===== src/rtl/fp_pkg.sv =====
// Shared types and helpers for the iterative floating-point units.
// Provides rounding modes, exception flags, FSM states, and bias/NaN/LZC helpers.
package fp_pkg;

  localparam int FP_MAX_W = 128;

  typedef enum logic [2:0] {
    RM_RNE = 3'd0,
    RM_RTZ = 3'd1,
    RM_RDN = 3'd2,
    RM_RUP = 3'd3,
    RM_RMM = 3'd4
  } rm_e;

  typedef struct packed {
    logic invalid;
    logic divzero;
    logic overflow;
    logic underflow;
    logic inexact;
  } fp_flags_t;

  typedef enum logic [1:0] {
    ST_IDLE,
    ST_ITER,
    ST_ROUND,
    ST_DONE
  } sqrt_st_e;

  function automatic int fp_bias(input int exp_w);
    return (1 << (exp_w - 1)) - 1;
  endfunction

  function automatic logic [FP_MAX_W-1:0] fp_qnan(
    input int exp_w,
    input int man_w
  );
    logic [FP_MAX_W-1:0] v;
    v = '0;
    for (int i = 0; i < exp_w; i++) begin
      v[man_w+i] = 1'b1;
    end
    v[man_w-1] = 1'b1;
    return v;
  endfunction

  // Leading zeros within the low w bits of v.
  function automatic int fp_lzc(
    input logic [FP_MAX_W-1:0] v,
    input int w
  );
    int   n;
    logic hit;
    n   = 0;
    hit = 1'b0;
    for (int i = FP_MAX_W - 1; i >= 0; i--) begin
      if (i < w && !hit) begin
        if (v[i]) hit = 1'b1;
        else      n++;
      end
    end
    return n;
  endfunction

endpackage


===== src/rtl/fp_sqrt_recur_step.sv =====
// Combinational restoring square-root step, BITS_PER_CYCLE root bits.
// Ports: rem_i/root_i current state, pairs_i next radicand bit pairs (MSB first), rem_o/root_o next state.
module fp_sqrt_recur_step #(
  parameter int ROOT_W         = 25,
  parameter int BITS_PER_CYCLE = 1
) (
  input  logic [2*ROOT_W-1:0]         rem_i,
  input  logic [ROOT_W-1:0]           root_i,
  input  logic [2*BITS_PER_CYCLE-1:0] pairs_i,
  output logic [2*ROOT_W-1:0]         rem_o,
  output logic [ROOT_W-1:0]           root_o
);

  localparam int RW = 2 * ROOT_W;

  logic [RW-1:0]     r;
  logic [RW-1:0]     trial;
  logic [ROOT_W-1:0] q;

  always_comb begin
    r     = rem_i;
    q     = root_i;
    trial = '0;
    for (int i = BITS_PER_CYCLE - 1; i >= 0; i--) begin
      r     = {r[RW-3:0], pairs_i[2*i +: 2]};
      trial = {{(RW-ROOT_W-2){1'b0}}, q, 2'b01};
      if (r >= trial) begin
        r = r - trial;
        q = {q[ROOT_W-2:0], 1'b1};
      end else begin
        q = {q[ROOT_W-2:0], 1'b0};
      end
    end
    rem_o  = r;
    root_o = q;
  end

endmodule


===== src/rtl/fp_sqrt_iter.sv =====
// Multi-cycle IEEE-754 square root, digit recurrence, valid/ready on both sides.
// Ports: in_valid/in_ready/in_a/in_rm operand, flush abort, out_valid/out_ready/out_y/out_flags result.
module fp_sqrt_iter #(
  parameter int EXP_W          = 8,
  parameter int MAN_W          = 23,
  parameter int BITS_PER_CYCLE = 1
) (
  input  logic                   clk,
  input  logic                   rst_n,
  input  logic                   in_valid,
  output logic                   in_ready,
  input  logic [EXP_W+MAN_W:0]   in_a,
  input  logic [2:0]             in_rm,
  input  logic                   flush,
  output logic                   out_valid,
  input  logic                   out_ready,
  output logic [EXP_W+MAN_W:0]   out_y,
  output logic [4:0]             out_flags
);

  import fp_pkg::*;

  localparam int W      = EXP_W + MAN_W + 1;
  localparam int ROOT_W = MAN_W + 2;
  localparam int RW     = 2 * ROOT_W;
  localparam int PW     = 2 * BITS_PER_CYCLE;
  localparam int ITERS  = ROOT_W / BITS_PER_CYCLE;
  localparam int CNT_W  = (ITERS > 1) ? $clog2(ITERS) : 1;
  localparam int SE_W   = EXP_W + $clog2(MAN_W + 1) + 2;

  localparam logic signed [SE_W-1:0] BIAS_S = SE_W'(fp_bias(EXP_W));
  localparam logic [W-1:0] QNAN = W'(fp_qnan(EXP_W, MAN_W));

  sqrt_st_e state_q, state_d;
  rm_e      rm_q, rm_d;
  logic [RW-1:0]     rad_q, rad_d;
  logic [RW-1:0]     rem_q, rem_d;
  logic [ROOT_W-1:0] root_q, root_d;
  logic [CNT_W-1:0]  cnt_q, cnt_d;
  logic signed [SE_W-1:0] exp_q, exp_d;
  logic [W-1:0]      y_q, y_d;
  fp_flags_t         flags_q, flags_d;

  logic             sign_a;
  logic [EXP_W-1:0] exp_a;
  logic [MAN_W-1:0] frac_a;
  logic is_nan, is_zero, is_neg, is_pinf, is_spec;

  assign {sign_a, exp_a, frac_a} = in_a;
  assign is_nan  = (&exp_a) & (|frac_a);
  assign is_zero = ~(|exp_a) & ~(|frac_a);
  assign is_neg  = sign_a & ~is_nan & ~is_zero;
  assign is_pinf = (&exp_a) & ~(|frac_a) & ~sign_a;
  assign is_spec = is_nan | is_zero | is_neg | is_pinf;

  logic [W-1:0] spec_y;
  fp_flags_t    spec_fl;

  always_comb begin
    spec_y  = '0;
    spec_fl = '0;
    unique case (1'b1)
      is_nan: begin
        spec_y          = QNAN;
        spec_fl.invalid = ~frac_a[MAN_W-1];
      end
      is_zero: spec_y = in_a;
      is_neg: begin
        spec_y          = QNAN;
        spec_fl.invalid = 1'b1;
      end
      is_pinf: spec_y = in_a;
      default: ;
    endcase
  end

  // Subnormals are normalised so the recurrence always sees 1.f;
  // an odd exponent folds one bit into the radicand.
  int lz;
  logic [MAN_W:0]         mant_n;
  logic signed [SE_W-1:0] exp_n;
  logic [RW-1:0]          rad_n;

  always_comb begin
    lz = fp_lzc(FP_MAX_W'(frac_a), MAN_W);
    if (exp_a == '0) begin
      mant_n = {1'b0, frac_a} << (lz + 1);
      exp_n  = -BIAS_S - SE_W'(lz);
    end else begin
      mant_n = {1'b1, frac_a};
      exp_n  = SE_W'(exp_a) - BIAS_S;
    end
    if (exp_n[0]) rad_n = {mant_n, {(MAN_W+3){1'b0}}};
    else          rad_n = {1'b0, mant_n, {(MAN_W+2){1'b0}}};
  end

  logic [RW-1:0]     step_rem;
  logic [ROOT_W-1:0] step_root;

  fp_sqrt_recur_step #(
    .ROOT_W        (ROOT_W),
    .BITS_PER_CYCLE(BITS_PER_CYCLE)
  ) u_step (
    .rem_i  (rem_q),
    .root_i (root_q),
    .pairs_i(rad_q[RW-1 -: PW]),
    .rem_o  (step_rem),
    .root_o (step_root)
  );

  logic guard, sticky, inc;
  logic [MAN_W+1:0]       sum;
  logic signed [SE_W-1:0] exp_h, exp_r;
  logic [MAN_W-1:0]       frac_r;
  logic [W-1:0]           rnd_y;
  fp_flags_t              rnd_fl;
  logic                   unused_bits;

  assign guard  = root_q[0];
  assign sticky = |rem_q;

  always_comb begin
    unique case (rm_q)
      RM_RTZ, RM_RDN: inc = 1'b0;
      RM_RUP:         inc = guard | sticky;
      default:        inc = guard & (root_q[1] | sticky);
    endcase
    sum   = {1'b0, root_q[ROOT_W-1:1]} + {{(MAN_W+1){1'b0}}, inc};
    exp_h = exp_q >>> 1;
    exp_r = exp_h + BIAS_S + {{(SE_W-1){1'b0}}, sum[MAN_W+1]};
    // A carry out means the root rounded up to 2.0.
    frac_r = sum[MAN_W+1] ? '0 : sum[MAN_W-1:0];
    rnd_y  = {1'b0, exp_r[EXP_W-1:0], frac_r};
    rnd_fl = '0;
    rnd_fl.inexact = guard | sticky;
  end

  assign unused_bits = ^{exp_r[SE_W-1:EXP_W], sum[MAN_W]};

  always_comb begin
    state_d = state_q;
    rm_d    = rm_q;
    rad_d   = rad_q;
    rem_d   = rem_q;
    root_d  = root_q;
    cnt_d   = cnt_q;
    exp_d   = exp_q;
    y_d     = y_q;
    flags_d = flags_q;
    unique case (state_q)
      ST_IDLE: begin
        if (!flush && in_valid) begin
          rm_d = (in_rm > 3'd4) ? RM_RNE : rm_e'(in_rm);
          if (is_spec) begin
            y_d     = spec_y;
            flags_d = spec_fl;
            state_d = ST_DONE;
          end else begin
            rad_d   = rad_n;
            rem_d   = '0;
            root_d  = '0;
            exp_d   = exp_n;
            cnt_d   = CNT_W'(ITERS - 1);
            state_d = ST_ITER;
          end
        end
      end
      ST_ITER: begin
        if (flush) begin
          state_d = ST_IDLE;
        end else begin
          rem_d  = step_rem;
          root_d = step_root;
          rad_d  = rad_q << PW;
          if (cnt_q == '0) state_d = ST_ROUND;
          else             cnt_d   = cnt_q - CNT_W'(1);
        end
      end
      ST_ROUND: begin
        if (flush) begin
          state_d = ST_IDLE;
        end else begin
          y_d     = rnd_y;
          flags_d = rnd_fl;
          state_d = ST_DONE;
        end
      end
      ST_DONE: begin
        if (flush || out_ready) state_d = ST_IDLE;
      end
      default: state_d = ST_IDLE;
    endcase
  end

  always_ff @(posedge clk or negedge rst_n) begin
    if (!rst_n) begin
      state_q <= ST_IDLE;
      rm_q    <= RM_RNE;
      rad_q   <= '0;
      rem_q   <= '0;
      root_q  <= '0;
      cnt_q   <= '0;
      exp_q   <= '0;
      y_q     <= '0;
      flags_q <= '0;
    end else begin
      state_q <= state_d;
      rm_q    <= rm_d;
      rad_q   <= rad_d;
      rem_q   <= rem_d;
      root_q  <= root_d;
      cnt_q   <= cnt_d;
      exp_q   <= exp_d;
      y_q     <= y_d;
      flags_q <= flags_d;
    end
  end

  assign in_ready  = (state_q == ST_IDLE);
  assign out_valid = (state_q == ST_DONE);
  assign out_y     = y_q;
  assign out_flags = flags_q;

endmodule


===== config.mk =====
export PLATFORM = sky130hd
export DESIGN_NAME = fp_sqrt_iter
export DESIGN_NICKNAME = d
export VERILOG_FILES = /design/src/rtl/fp_pkg.sv /design/src/rtl/fp_sqrt_recur_step.sv /design/src/rtl/fp_sqrt_iter.sv
export SDC_FILE = /design/constraint.sdc
export NUM_CORES = 1
export LEC_CHECK = 0
export BUFFER_PORTS_ARGS = -buffer_cell sky130_fd_sc_hd__buf_2
export CAP_MARGIN = 20
export CORE_UTILIZATION = 37
export DETAILED_ROUTE_END_ITERATION = 8
export MAX_ROUTING_LAYER = met4
export PLACE_DENSITY_LB_ADDON = 0.05
export SYNTH_ARGS = -nofsm -noshare
export SYNTH_HDL_FRONTEND = slang
export SYNTH_HIERARCHICAL = 1
export SYNTH_SLANG_ARGS = --single-unit

===== constraint.sdc =====
create_clock -name clk -period 5.6 [get_ports clk]
set_input_delay 0.28 -clock clk [delete_from_list [all_inputs] [get_ports clk]]
set_output_delay 0.28 -clock clk [all_outputs]
set_load 0.05 [all_outputs]

; ---- Word level (Yosys, flattened, before mapping)
; Index checks and enable logic that the tools add are counted.
[totals]
register_bits = 181
output_inout_bits = 39
[classes]
shift = 1
muxes = 130
bitwise = 19
n_lt_le_gt_ge = 2
eq_ne = 14
add_sub_neg = 30
n_reduce_logical = 21
[op_table]
columns = operator, count
row1 = $mux 32, 47
row2 = $add 32x2->32 const B, 23
row3 = $mux 50, 8
row4 = $pmux 50 s2, 2
row5 = $pmux 32 s2, 2
row6 = $mux 25, 3
row7 = $ge 50x27->1, 1
row8 = $pmux 25 s2, 1
row9 = $reduce_or 50->1, 1
row10 = $sub 50x27->50, 1
row11 = $mux 1, 45
row12 = $mux 5, 7
row13 = $shl 23x32->24, 1
row14 = $add 24x1->25, 1
row15 = $mux 24, 1
row16 = $mux 23, 1
row17 = $reduce_or 23->1, 1
row18 = $pmux 5 s2, 2
row19 = $mux 2, 6
row20 = $mux 9, 1
row21 = $sub 8x7->9 const B, 1
row22 = $sub 8x9->9 const A, 1
row23 = $add 8x1->8, 1
row24 = $add 8x8->8 const B, 1
row25 = 29 further kinds, 58

; ---- Logic depth before layout (Yosys ltp)
; Gate-level depths: netlist of run 1.
[depth]
ltp_word = 74
mapped_depth = 81
mapped_depth_nobuf = 78

; ---- Modules after synthesis
; The synthesis of run 1 kept the hierarchy.
[modules_own_cells]
columns = module, instances, seq_area_each_um2, area_per_inst_um2, cells_per_inst
row1 = fp_sqrt_iter, 1, 3803.6, 12542.0, 1503
row2 = fp_sqrt_recur_step, 1, 0.0, 2706.3, 409

; ---- Worst setup path before layout of run 1
; No wires, ideal clock.
[synth_timing]
path_kind = input to register
from = in in_a[20]
to = reg rad_q[33]
n_path_buf = 3
arrival_ns = 14.271
cell_stages = 80
slack_ns = -8.802
setup_ns = 0.132
path_cell_list = buf_6 -> a21oi_1 -> ha_1 -> o31a_1 -> ha_1 -> mux2_2 -> ha_1 -> mux2_2 -> mux2_2 -> o31a_1 -> ha_1 -> nand3_1 -> nand2_1 -> ha_1 -> mux2i_1 -> o31ai_1 -> ha_1 -> nand2_1 -> [... 44 more ...] -> ha_1 -> nor2b_1 -> xnor2_1 -> nor2_1 -> xor2_1 -> ha_1 -> nand3_1 -> nand3_1 -> o21ai_0 -> mux2i_1 -> nor2_1 -> or3_1 -> and3_1 -> buf_6 -> a31o_4 -> a21bo_1 -> a222oi_1 -> o21ai_1
[synth_between]
elab_chain_cells = 69
[synth_lines]
columns = element, line
row1 = start: declaration, fp_sqrt_iter.sv:12  ; input logic [EXP_W+MAN_W:0] in_a,
row2 = $mux 32, fp_pkg.sv:58  ; if (v[i]) hit = 1'b1;
row3 = $mux 32, fp_pkg.sv:57  ; if (i < w && !hit) begin
row4 = $add 32x2->32, fp_pkg.sv:59  ; else n++;
row5 = $mux 32, fp_pkg.sv:58
row6 = $mux 32, fp_pkg.sv:57
row7 = $add 32x2->32, fp_pkg.sv:59
row8 = $mux 32, fp_pkg.sv:58
row9 = $mux 32, fp_pkg.sv:57
row10 = [... 53 more ...], n/a
row11 = $mux 32, fp_pkg.sv:57
row12 = $add 32x2->32, fp_sqrt_iter.sv:87  ; mant_n = {1'b0, frac_a} << (lz + 1);
row13 = $shl 23x32->24, fp_sqrt_iter.sv:87
row14 = $mux 24, fp_sqrt_iter.sv:86  ; if (exp_a == '0) begin
row15 = $mux 50, fp_sqrt_iter.sv:93  ; if (exp_n[0]) rad_n = {mant_n, {(MAN_W+3){1'b0}}};
row16 = $mux 50, fp_sqrt_iter.sv:154  ; if (is_spec) begin
row17 = $mux 50, fp_sqrt_iter.sv:152  ; if (!flush && in_valid) begin
row18 = $pmux 50 s2, fp_sqrt_iter.sv:150  ; unique case (state_q)
row19 = end signal: assignment, fp_sqrt_iter.sv:209  ; rad_q <= rad_d;
row20 = end: declaration, fp_sqrt_iter.sv:36  ; logic [RW-1:0] rad_q, rad_d;
; Several ways; a longest one is shown, not always the timed one. The select of a mux whose other input is x is not followed.
; A chain may end at the register's enable or synchronous reset.

; ---- Worst setup path after layout of run 1
[layout_timing]
from = in in_a[21]
to = reg rad_q[41]
[layout_between]
elab_chain_cells = 72
[layout_lines]
columns = element, line
row1 = $mux 32, fp_pkg.sv:58
row2 = $mux 32, fp_pkg.sv:57
row3 = $add 32x2->32, fp_pkg.sv:59
row4 = $mux 32, fp_pkg.sv:58
row5 = $mux 32, fp_pkg.sv:57
row6 = $add 32x2->32, fp_pkg.sv:59
row7 = $mux 32, fp_pkg.sv:58
row8 = $mux 32, fp_pkg.sv:57
row9 = [... 56 more ...], n/a
row10 = $mux 32, fp_pkg.sv:57
row11 = $add 32x2->32, fp_sqrt_iter.sv:87
row12 = $shl 23x32->24, fp_sqrt_iter.sv:87
row13 = $mux 24, fp_sqrt_iter.sv:86
row14 = $mux 50, fp_sqrt_iter.sv:93
row15 = $mux 50, fp_sqrt_iter.sv:154
row16 = $mux 50, fp_sqrt_iter.sv:152
row17 = $pmux 50 s2, fp_sqrt_iter.sv:150
; Several ways; a longest one is shown, not always the timed one. The select of a mux whose other input is x is not followed.

==> results of run 1 <==
what timing repair did:
item | in CTS | in global routing
buffers inserted | 23 | 13
pin swaps | 76 | 81
cloned | 0 | 1
hold endpoints to repair | 91 | 0
setup endpoints to repair | 33 | 33
hold buffers | 1 | 0
resized for setup | 118 | 69
worst register-to-register path: stages (launching register included):
cell and delay [ns]:
dfrtp_1 0.42, nor4_1 0.36, buf_4 0.19, nand4_1 0.13, nor4_1 0.33, buf_4 0.20
inv_1 0.05, o22ai_1 0.11, o21ai_0 0.09, nand2_1 0.07, o31ai_1 0.07, ha_1 0.20
ha_1 0.21, and3_1 0.21, and3_1 0.20, nand4_1 0.16, nor2_1 0.11, nand3_1 0.15
ha_1 0.20, nand2_1 0.08, or3_1 0.35, nor3_1 0.19, xor2_1 0.19, nor2_1 0.06
o22a_1 0.18
layout make-up:
class                           instances  area share, %
Clock buffer                           21           2.28
Tap cell                              532           3.30
Clock inverter                         10          0.347
Sequential cell                       152           18.9
Inverter                               70           1.35
Multi-Input combinational cell       1554           56.3
Timing Repair Buffer                  475           17.6
state kept, by name, summed over array words and instances (netlist names):
register / flops
rem_q: 50
out_y: 32
rad_q: 25
root_q: 25
exp_q: 8
cnt_q: 5
rm_q: 3
out_flags: 2
state_q: 2
worst paths after layout:
check                           from         end  slack, ns  cells after the start
setup / recovery            in_a[21]   rad_q[41]      -7.77                     81
hold / removal             out_ready  state_q[1]       0.02                      2
setup reg to reg            rem_q[9]   out_y[30]       0.98                     24
hold reg to reg             out_y[6]    out_y[6]       0.47                      2
max in group asynchronous      rst_n   rem_q[27]       3.77                      3
min in group asynchronous      rst_n   rem_q[41]       0.47                      2
kinds of logic after synthesis:
logic type	count (synthesis)	share of synthesized area, %
AND/OR/NAND/NOR	727	23.9
flip-flops	152	24.9
adder cells (fa/ha/maj)	59	4.83
AO/OA/AOI/OAI	545	25.1
multiplexers	66	4.67
XOR/XNOR	154	10.1
other	1	0.0246
buffers and inverters	208	6.42
cells in the final DEF, fill, tap and decap left out, types with 63 or more instances in the layout:
cell type  instances
buf_4            375
o21ai_0          105
xnor2_1           66
xor2_1            65
a21oi_1           87
buf_2             71
nor2_1           150
inv_1             63
a22o_1            77
nand2_1          203
dfrtp_1          152
layer usage:
| layer | vias up | track usage, % | part of all wire (%) |
|---|---|---|---|
| li1 | 7681 | - | - |
| met1 | 7479 | 28.7 | 42 |
| met2 | 260 | 45.7 | 53 |
| met3 | 81 | 2.07 | 2.2 |
| met4 | 0 | 9.05 | 3.0 |
| met5 | - | - | 0 |
report_power, final:
group / leakage [nW] / internal [mW] / switching [mW]
Clock: 0.259 / 0.587 / 0.469
Sequential: 1.97 / 1.41 / 0.335
Combinational: 6.65 / 1.56 / 2.02
Total: 8.87 / 3.55 / 2.82
==> run_results.csv, run 1 <==
group,metric,value,unit
status,status,"complete, but fails checks",
status,failed_checks,"negative setup slack",
yosys,netlist_top_cells_area,"dfrtp_1 (25%), nand2_1 (5.2%), ha_1 (4.8%)",
critical_path,startpoint_type,"input pin",
clocking,cts_buffers,17,
sta,rsz0062_at_grt,"yes",
die,io_pins,79,
global_routing,grt_start_max_net_pins,93,
sta,clock.fmax,74.8,MHz
detailed_routing,num_vias,15500,
global_routing,grt.total_usage,25.2,%
critical_path,crit_path_end_kind,"flip-flop",
sta,hold-worst-slack,0.0203,ns
critical_path,crit_family,"adder cells",
critical_path,crit_arrival,13.71,ns
placement,place.detailed.hpwl,40200,um
placement,io_buffers,75,
cells_and_area,multi_input_area,11300,sq um
die,rows,74,
placement,place_congestion,0.932,
sta,tightest_slew,1.09,ns
yosys,yosys.area.top_type,"dfrtp_1",
cells_and_area,final_core_util,49.5,%
die,core_area,40700,sq um
sta,min_period,13.37,ns
yosys,synth.yosys.seq_area_share,24.9,%
sta,slew_violations,0,
yosys,synth_warnings,6,
min_path,hp-class,"input pin to flip-flop",
clocking,htree_levels,4,
pwr,fin_total_pwr,6.38,mW
critical_path,worstPathRequired,5.93,ns
sta,layout_setup_ws,-7.77,ns
yosys,synth_edf_count,0,
clocking,clock_sinks,152,
clocking,insertion_delay,0.45,ns
yosys,yosysMostFrequentCell,"nand2_1",
yosys,yosys.cell_types.count,115,
critical_path,critPathMaxStageDelay,0.36,ns
yosys,synth_area,15200,sq um
detailed_routing,drt_pre_antenna_iters,5,
cells_and_area,antenna_cells,0,
die,start_util,37.4,%
yosys,async_flop_share,100,%
sta,relSlewSlack,27.2,%
pwr,p_leak,8.87,nW
placement,pre_cts_slack,-8.59,ns
flow_run,drv_cap,0,
sta,hold_viol,0,
detailed_routing,drc_errors,0,
sta,setup_tns,-242.46,ns
sta,finalCritPeriodShare,239,%
cells_and_area,finalNetCount,2368,
yosys,synthTopCellsByCount,"nand2_1 (212), dfrtp_1 (152), nor2_1 (152)",
yosys,postSynthAreaPerCell,7.98,sq um
detailed_routing,ant_nets,0,
die,die_y,205,um
placement,place_area,18600,sq um
detailed_routing,via_per_inst,5.51,
placement,placed_cells,2752,
die,die_w,205,um
critical_path,crit_buf_inv,4,
pwr,ir_worst_vdd,0.000306,V
global_routing,grt_pass1_wl,81500,um
critical_path,critPathKind,"input pin to flip-flop",
critical_path,cp_max_fo,5,
critical_path,crit_path_top_delay_cell,"a2111oi_4",
clocking,clockBufferDepth,2,
cells_and_area,fillCellCount,4052,
cells_and_area,stdcell_area,20200,sq um
detailed_routing,dr.first_iter.drc_count,726,
cells_and_area,fin_cells,2814,
critical_path,path_common_cell,"ha_1",
global_routing,grt_pass1_vias,15300,
detailed_routing,avgRoutedWirePerCell,18.3,um
yosys,yosys_most_used_dff,"dfrtp_1",
yosys,synth_seq_cells,152,
global_routing,antenna_found_initial,0,
clocking,clkTransAtPathRegs,0.06,ns
global_routing,globalRouteOverflowTotal,0,
clocking,cts_tree,"yes",
die,dieArea,42000,sq um
clocking,root_buffer,"clkbuf_16",
sta,finalClockSkew,0.0142,ns
cells_and_area,seqCellArea,3800,sq um
cells_and_area,drive_above_1_share,30.9,%
cells_and_area,synthToLayoutAreaGrowth,32.3,%
yosys,synth.top_cell.area_share,24.9,%
pwr,power-per-cell-area,316,nW/um^2
yosys,postSynthCellCount,1912,
sta,final-setup-viol-count,33,
detailed_routing,routed_wl,51500,um
No activity file was read; power rests on OpenSTA's default activity.
==> run 2: changes to the inputs <==
- REMOVE_ABC_BUFFERS: not set -> 1
- SKIP_LAST_GASP: not set -> 1
- clock period: 5.6 -> 11.17 ns (I/O delays scaled with it)
==> run 2 against run 1 <==
Sequential cell count is the same. Non-clock buffer count is 88 lower. First-iteration DRC count grew 2.6%. The run still ends with negative setup slack left. Cell area fell by 2.5%. Die area did not move. Sequential share of layout area is 0.49 points higher.
==> run_results.csv, run 2 (synthesized netlist as in run 1, its figures left out) <==
group,metric,value,unit
pwr,ir_worst_vdd,0.000135,V
critical_path,crit_path_end_kind,"flip-flop",
cells_and_area,top_register,"rem_q",
global_routing,grt_pass1_vias,15500,
sta,rsz0062_at_grt,"yes",
global_routing,grt.total_usage,25.8,%
critical_path,critPathMaxStageDelay,0.36,ns
pwr,p_clk_share,18.3,%
die,die_w,205,um
cells_and_area,final_core_util,48.3,%
die,dieArea,42000,sq um
placement,io_buffers,75,
sta,min_period,13.76,ns
die,core_area,40700,sq um
detailed_routing,routed_wl,52800,um
sta,relSlewSlack,24.3,%
status,status,"complete, but fails checks",
detailed_routing,drc_errors,0,
clocking,root_buffer,"clkbuf_16",
critical_path,cp_max_fo,6,
critical_path,path_common_cell,"ha_1",
status,failed_checks,"negative setup slack",
flow_run,drv_cap,0,
pwr,power_switching,1.45,mW
global_routing,grt_pass1_wl,83400,um
cells_and_area,final_common_cell,"buf_4",
pwr,power-per-cell-area,167,nW/um^2
die,rows,74,
critical_path,crit_arrival,14.08,ns
sta,finalCritPeriodShare,123,%
sta,clock.fmax,72.7,MHz
placement,place.detailed.hpwl,40500,um
sta,hold_viol,0,
pwr,switching_share,44.2,%
global_routing,globalRouteOverflowTotal,0,
pwr,comb_power_share,54.8,%
cells_and_area,stdcell_area,19700,sq um
pwr,p_seq_share,26.8,%
detailed_routing,via_per_inst,5.65,
min_path,hp-class,"input pin to asynchronous set/reset pin",
critical_path,worstPathRequired,11.49,ns
cells_and_area,final_cell_mix,"buf_4 (283), nand2_1 (202), dfrtp_1 (152), nor2_1 (148), o21ai_0 (101)",
critical_path,critPathKind,"input pin to flip-flop",
sta,tightest_slew,1.13,ns
global_routing,grt_start_max_net_pins,90,
pwr,power.internal,1.83,mW
placement,place_congestion,0.919,
cells_and_area,antenna_cells,0,
clocking,cts_tree,"yes",
sta,final-setup-viol-count,33,
detailed_routing,dr.first_iter.drc_count,745,
cells_and_area,drive_above_1_share,28.0,%
sta,hold-worst-slack,0.154,ns
clocking,clkTransAtPathRegs,0.06,ns
clocking,clock_sinks,152,
placement,place_area,17600,sq um
die,start_util,37.4,%
pwr,fin_total_pwr,3.29,mW
clocking,cts_buffers,17,
clocking,insertion_delay,0.45,ns
clocking,htree_levels,4,
cells_and_area,finalNetCount,2280,
detailed_routing,avgRoutedWirePerCell,19.4,um
sta,slew_violations,0,
sta,finalClockSkew,0.0120,ns
die,io_pins,79,
critical_path,crit_path_top_delay_cell,"or3_4",
die,die_y,205,um
global_routing,antenna_found_initial,0,
cells_and_area,synthToLayoutAreaGrowth,28.9,%
sta,layout_setup_ws,-2.59,ns
critical_path,startpoint_type,"input pin",
detailed_routing,ant_nets,0,
detailed_routing,drt_pre_antenna_iters,5,
pwr,p_leak,8.51,nW
detailed_routing,num_vias,15400,
cells_and_area,largest_reg_flops,50,
clocking,clockBufferDepth,2,
-- run 2: cell types whose count changed in the layout (fill, tap and decap cells not counted), sizes merged --
cell / before / now
bufinv: 0 / 3
bufbuf: 0 / 1
clkbuf: 21 / 22
buf: 474 / 385
dlygate4sd3: 1 / 0
clkinv: 7 / 5
-- run 2: what timing repair did --
action                                  in CTS  in global routing
gates resized for setup                    116                123
setup buffers                               25                 23
endpoints found under the setup margin      33                 33
gates cloned                                 1                  0
hold buffers                                 0                  0
pin swaps                                   93                102
-- run 2: per-layer routing --
metal	vias to the layer above	GRT usage [%]	wire, um
met5	-	-	0
li1	7512	-	-
met1	7521	29.2	22300
met3	112	2.59	1110
met4	0	10.5	1920
met2	256	46.2	27500
-- run 2: per-stage QoR --
stage | setup slack [ns] | TNS, ns | std cells
CTS | -2.56 | -69.73 | 2707
floorplan | -3.61 | -100.21 | 1776
global route | -3.42 | -100.88 | 2727
detailed placement | -3.91 | -116.20 | 2650
finish | -2.59 | -72.99 | 2727
global placement | -3.66 | -109.07 | 2650
-- run 2: final timing paths --
check / to / depth (start not counted) / start / slack, ns
max in group asynchronous: out_y[22] / 2 / rst_n / 9.63
min reg2reg: out_y[3] / 2 / out_y[3] / 0.48
max: rad_q[47] / 81 / in_a[21] / -2.59
min: out_y[11] / 1 / rst_n / 0.15
max reg2reg: out_y[30] / 22 / rem_q[9] / 5.77
min in group clk: state_q[1] / 2 / out_ready / 0.33
-- run 2: worst max-delay path, delay by kind of cell --
family	cells	cell delay, ns
multiplexers	13	2.25
AO/OA/AOI/OAI	17	2.93
AND/OR/NAND/NOR	24	2.12
XOR/XNOR	2	0.31
adder cells (fa/ha/maj)	21	5.48
buffers and inverters	4	0.41
-- run 2: power groups by stage --
stage | Clock, mW | Combinational, mW | Sequential [mW]
after floorplan | 0 | 1.20 | 0.894
after detailed placement | 0 | 1.72 | 0.889
after CTS | 0.616 | 1.76 | 0.885
after global routing | 0.636 | 1.98 | 0.906
final | 0.603 | 1.80 | 0.882
after global placement | 0 | 1.72 | 0.891
-- run 2: final cells by class --
type | instances | area [sq um]
fill | 4089 | 21100
inverter | 70 | 278
multi-input combinational | 1554 | 11400
sequential | 152 | 3800
clock inverter | 11 | 146
clock buffer | 21 | 450
tap | 532 | 666
timing repair buffer | 387 | 2920
